File: src/rtl/hlsm_counter_gen.sv
// Go/count/done high-level state machine counter: counts up to, or down from, a captured limit in STEP increments.
// Optional feature macro: HLSM_PAUSE_EN adds a pause input that freezes the count while in COUNT.
module hlsm_counter_gen #(
    parameter int WIDTH = 5,
    parameter int STEP  = 1
) (
    input  logic             Clk,
    input  logic             Rst,
    input  logic             go,
    input  logic [WIDTH-1:0] limit,
    input  logic             down,
    input  logic             abort,
`ifdef HLSM_PAUSE_EN
    input  logic             pause,
`endif
    output logic [WIDTH-1:0] count,
    output logic             done,
    output logic             busy
);

    localparam logic [1:0] S_IDLE  = 2'd0;
    localparam logic [1:0] S_COUNT = 2'd1;
    localparam logic [1:0] S_DONE  = 2'd2;

    localparam logic [WIDTH:0] STEP_X = (WIDTH+1)'(STEP);

    logic [1:0]       state_q, state_d;
    logic [WIDTH-1:0] count_d;
    logic [WIDTH-1:0] lim_q, lim_d;
    logic             dn_q, dn_d;
    logic [WIDTH:0]   up_sum;
    logic             up_hit, dn_hit, hold;

    // One extra bit keeps the up-mode sum from wrapping when lim_q is all ones.
    assign up_sum = {1'b0, count} + STEP_X;
    assign up_hit = (up_sum >= {1'b0, lim_q});
    assign dn_hit = ({1'b0, count} <= STEP_X);

`ifdef HLSM_PAUSE_EN
    assign hold = pause;
`else
    assign hold = 1'b0;
`endif

    always_comb begin
        // NOTE: every output of this block gets a default first so no path leaves it unassigned (no latch).
        state_d = state_q;
        count_d = count;
        lim_d   = lim_q;
        dn_d    = dn_q;
        case (state_q)
            S_IDLE: begin
                if (go) begin
                    lim_d = limit;
                    dn_d  = down;
                    if (limit == '0) begin
                        state_d = S_DONE;
                        count_d = '0;
                    end else begin
                        state_d = S_COUNT;
                        count_d = down ? limit : '0;
                    end
                end
            end
            S_COUNT: begin
                if (abort) begin
                    state_d = S_IDLE;
                end else if (!hold) begin
                    if (!dn_q) begin
                        if (up_hit) begin
                            count_d = lim_q;
                            state_d = S_DONE;
                        end else begin
                            count_d = up_sum[WIDTH-1:0];
                        end
                    end else begin
                        if (dn_hit) begin
                            count_d = '0;
                            state_d = S_DONE;
                        end else begin
                            count_d = count - STEP_X[WIDTH-1:0];
                        end
                    end
                end
            end
            S_DONE:  state_d = S_IDLE;
            default: state_d = S_IDLE;
        endcase
    end

    // NOTE: sequential state uses non-blocking assignments so all registers update together on the edge.
    always_ff @(posedge Clk or negedge Rst) begin
        if (!Rst) begin
            state_q <= S_IDLE;
            count   <= '0;
            lim_q   <= '0;
            dn_q    <= 1'b0;
        end else begin
            state_q <= state_d;
            count   <= count_d;
            lim_q   <= lim_d;
            dn_q    <= dn_d;
        end
    end

    assign done = (state_q == S_DONE);
    assign busy = (state_q == S_COUNT);

endmodule

File: config.mk
export PLATFORM = sky130hd
export DESIGN_NAME = hlsm_counter_gen
export DESIGN_NICKNAME = d
export VERILOG_FILES = /design/src/rtl/hlsm_counter_gen.sv
export SDC_FILE = /design/constraint.sdc
export NUM_CORES = 1
export LEC_CHECK = 0
export BUFFER_PORTS_ARGS = -buffer_cell sky130_fd_sc_hd__buf_4
export CAP_MARGIN = 20
export CORE_AREA = 2 2 55 42
export CTS_CLUSTER_SIZE = 25
export DETAILED_ROUTE_END_ITERATION = 6
export DIE_AREA = 0 0 57 44
export PLACE_DENSITY = 0.8
export SYNTH_ARGS = -nofsm -noshare
export SYNTH_HDL_FRONTEND = slang
export SYNTH_SLANG_ARGS = --single-unit
File: constraint.sdc
create_clock -name Clk -period 2.5 [get_ports Clk]
set_input_delay 0.125 -clock Clk [delete_from_list [all_inputs] [get_ports Clk]]
set_output_delay 0.125 -clock Clk [all_outputs]
set_load 0.03 [all_outputs]
==> run metrics <==
Peak VDD IR 0.889 mV; headroom to the max-slew limit 55.6%; DRT iter0 DRCs 68; Clk pwr share 7.0%; GRT Util Overall 23.2%; max incr delay on CP 0.46 ns; DRT Pass-1 Iters 4; dpl cell area 1170 sq um; Synth Area per Inst 8.84 sq um; synthesized instance count 117; skew final 0.00191 ns; Worst-Skew Late Latency 0.29 ns; Overall Power 1.95 mW; first-pass GRT wire length 4340 microns; WP data arrival 2.54 ns; clk buf depth 2; worst-path cell chain inv_2, ha_4, ha_1, a2111oi_4, o21ai_4, or3b_1, a31oi_1; Ys Warns 0; Netlist Area Pre-Place 1030 sq um; met3 Usage GRT 6.87%; root cell of the clock tree clkbuf_4; Worst Path Required 2.71 ns; worst slew pin tran 0.666 ns; RSZ-0062 raised after global routing false; CP max FO 9; CTS tree built; PortBufs 16; row count 14; Final HPWL DP 2000 microns; internal power consumption 0.995 mW; die area 2510 sq um; fill count 170; Switch Pwr 0.959 mW; flops & latches, synth 13; critical path endpoint category flip-flop; Distinct cells, synth 35; via count 989; global-route track usage on met2 34.9%; post-synthesis sequential area ratio 31.4%; slowest CP cell dfrtp_2; Die Ht 44 microns; Multi-input gate area 663 sq um; # diodes 0; routed wire length 2650 microns; CTS buffer count 3; Clk pin slew, worst setup/hold paths 0.08 ns; H-tree depth 1; vias in the first global route 895; Worst setup SP type flip-flop; Layout Nets 157; grt ovf 0; Tcrit/Tclk final 93.3%; Fin. Hold Viols 0; syn_nets 135; fmax 429 MHz; met1 Track Usage GR 32.7%; Maximum Capacitance Violations 0; Lkg Pwr 0.549 nW; status completed; Tmin final 2.33 ns; chip width 57 microns; Initial Util 51.8%; core area 2000 sq um; part of the power in registers 23.9%; initial antenna violation count 0; layout cell share with drive strength beyond 1 25.4%; logic gate share of total power 69.1%; num ports 17; final setup fails 0; Net Sw Frac 49.1%; Layout area overhead 20.7%; Fin Setup TNS 0 ns; gp weighted congestion 0.926; max-slew violation count 0; Hold Path Class in -> reg; post-route cell area 1250 sq um; register area 327 sq um; Antenna Nets Post-Route 0; Cell Pwr Density 1560 nW/um^2; largest net degree at the start of global routing 14; layer with the highest usage met2; WL/cell 16.4 microns; DR DRC count 0; Via density 6.10; Crit Path Class reg -> reg; clk sinks 13
==> synth_stat cells, drive strengths merged <==
cell	number	share of area [%]
clkbuf	4	2.4
nor3	1	0.48
xnor2	3	2.5
o32ai	1	0.85
buf	1	0.73
nor2b	3	1.8
o21ba	1	0.97
and3	1	0.73
a31oi	5	3.0
a2111oi	1	2.7
a41oi	1	0.85
nand3b	4	2.9
nand2b	4	3.1
nand3	7	3.4
ha	8	9.7
mux2	2	2.2
a211oi	3	2.2
inv	9	3.3
a32o	1	0.97
o21a	1	0.73
nand4b	1	0.85
o21ai	10	5.2
or4	1	0.73
xor2	3	2.5
or3	1	0.60
dfrtp	13	31
or3b	3	2.5
a21oi	7	3.4
nor2	4	1.5
nand2	11	4.0
o41a	1	1.1
o211ai	1	0.73
==> per-stage QoR <==
stage               instances  setup WS (ns)  util, %  hold WS [ns]
floorplan                 117         0.0967        -        -0.171
global placement          154          0.147     58.5       -0.0158
detailed placement        154         0.0792     58.5       -0.0205
finish                    162          0.168     62.5        0.0591
global route              162         0.0383     62.5        0.0650
CTS                       159         0.0482     60.3        0.0628
==> worst max-delay path: cells and delay by family (launching register included) <==
family / cells / cell delay, ns
adders and majority gates: 2 / 0.53
AOI/OAI and AO/OA: 3 / 0.75
DFF: 1 / 0.46
and+or+nand+nor: 1 / 0.38
buffers and inverters: 1 / 0.13
==> area by class of cell <==
| type | count | share of cell area [%] |
|---|---|---|
| inverters | 9 | 2.71 |
| well taps | 24 | 2.40 |
| clock inverters | 1 | 0.401 |
| repair buffers | 22 | 13.4 |
| clock buffers | 3 | 1.80 |
| multi-input cells | 90 | 53.1 |
| flip-flops and latches | 13 | 26.2 |
==> path summary, 6_finish.rpt <==
kind | endpoint | from | depth (start not counted) | slack [ns]
max reg2reg | count[3]$_DFFE_PN0P_ | count[0]$_DFFE_PN0P_ | 7 | 0.17
max in group asynchronous | count[0]$_DFFE_PN0P_ | Rst | 2 | 2.11
min in group asynchronous | lim_q[3]$_DFFE_PN0P_ | Rst | 2 | 0.21
min | lim_q[4]$_DFFE_PN0P_ | limit[4] | 3 | 0.06
max | count[3]$_DFFE_PN0P_ | count[0]$_DFFE_PN0P_ | 7 | 0.17
min reg2reg | lim_q[3]$_DFFE_PN0P_ | lim_q[3]$_DFFE_PN0P_ | 2 | 0.59
==> kinds of logic after synthesis <==
group	share of synthesized area [%]
flops	31.4
compound gates	22.6
mux	2.18
fa+ha+maj	9.67
xor+xnor	5.08
buf+inv	6.41
simple gates	22.6
==> registers in the layout, indices dropped and copies added, names as in the netlist <==
signal and flops:
lim_q 5, count 5, dn_q 1, state_q 2
==> what timing repair did <==
| item | CTS | global route |
|---|---|---|
| gates resized for setup | 0 | 5 |
| hold buffers | 1 | 0 |
| endpoints found under the hold margin | 13 | 0 |
| setup buffers | 0 | 3 |
| endpoints found under the setup margin | 0 | 5 |
==> cell usage in the layout (no fill, tap or decap), types with 2 or more instances in the layout <==
cell | netlist | final
xnor2_1 | 3 | 3
clkbuf_4 | 0 | 3
or3b_1 | 3 | 3
dfrtp_1 | 13 | 12
o21ai_0 | 9 | 8
inv_1 | 9 | 8
ha_1 | 8 | 7
a211oi_1 | 3 | 3
nor2b_1 | 3 | 3
mux2_2 | 2 | 2
xor2_1 | 3 | 3
nor2_1 | 4 | 4
nand2_1 | 11 | 11
buf_4 | 1 | 21
nand2b_1 | 3 | 3
nand3b_1 | 4 | 4
nand3_1 | 7 | 7
a21oi_1 | 7 | 7
a31oi_1 | 5 | 5
==> power groups by stage <==
stage	Combinational (mW)	Clock [mW]	Sequential, mW
floorplan	0.872	0	0.470
global placement	1.15	0	0.458
detailed placement	1.18	0	0.461
CTS	1.19	0.136	0.457
global route	1.47	0.148	0.487
finish	1.35	0.137	0.467
==> routing by layer <==
layer | share of wire, % | vias to the layer above
li1 | - | 460
met5 | 0 | -
met4 | 0.87 | 0
met1 | 43 | 470
met2 | 46 | 55
met3 | 9.4 | 4
No activity file was read; power rests on OpenSTA's default activity.
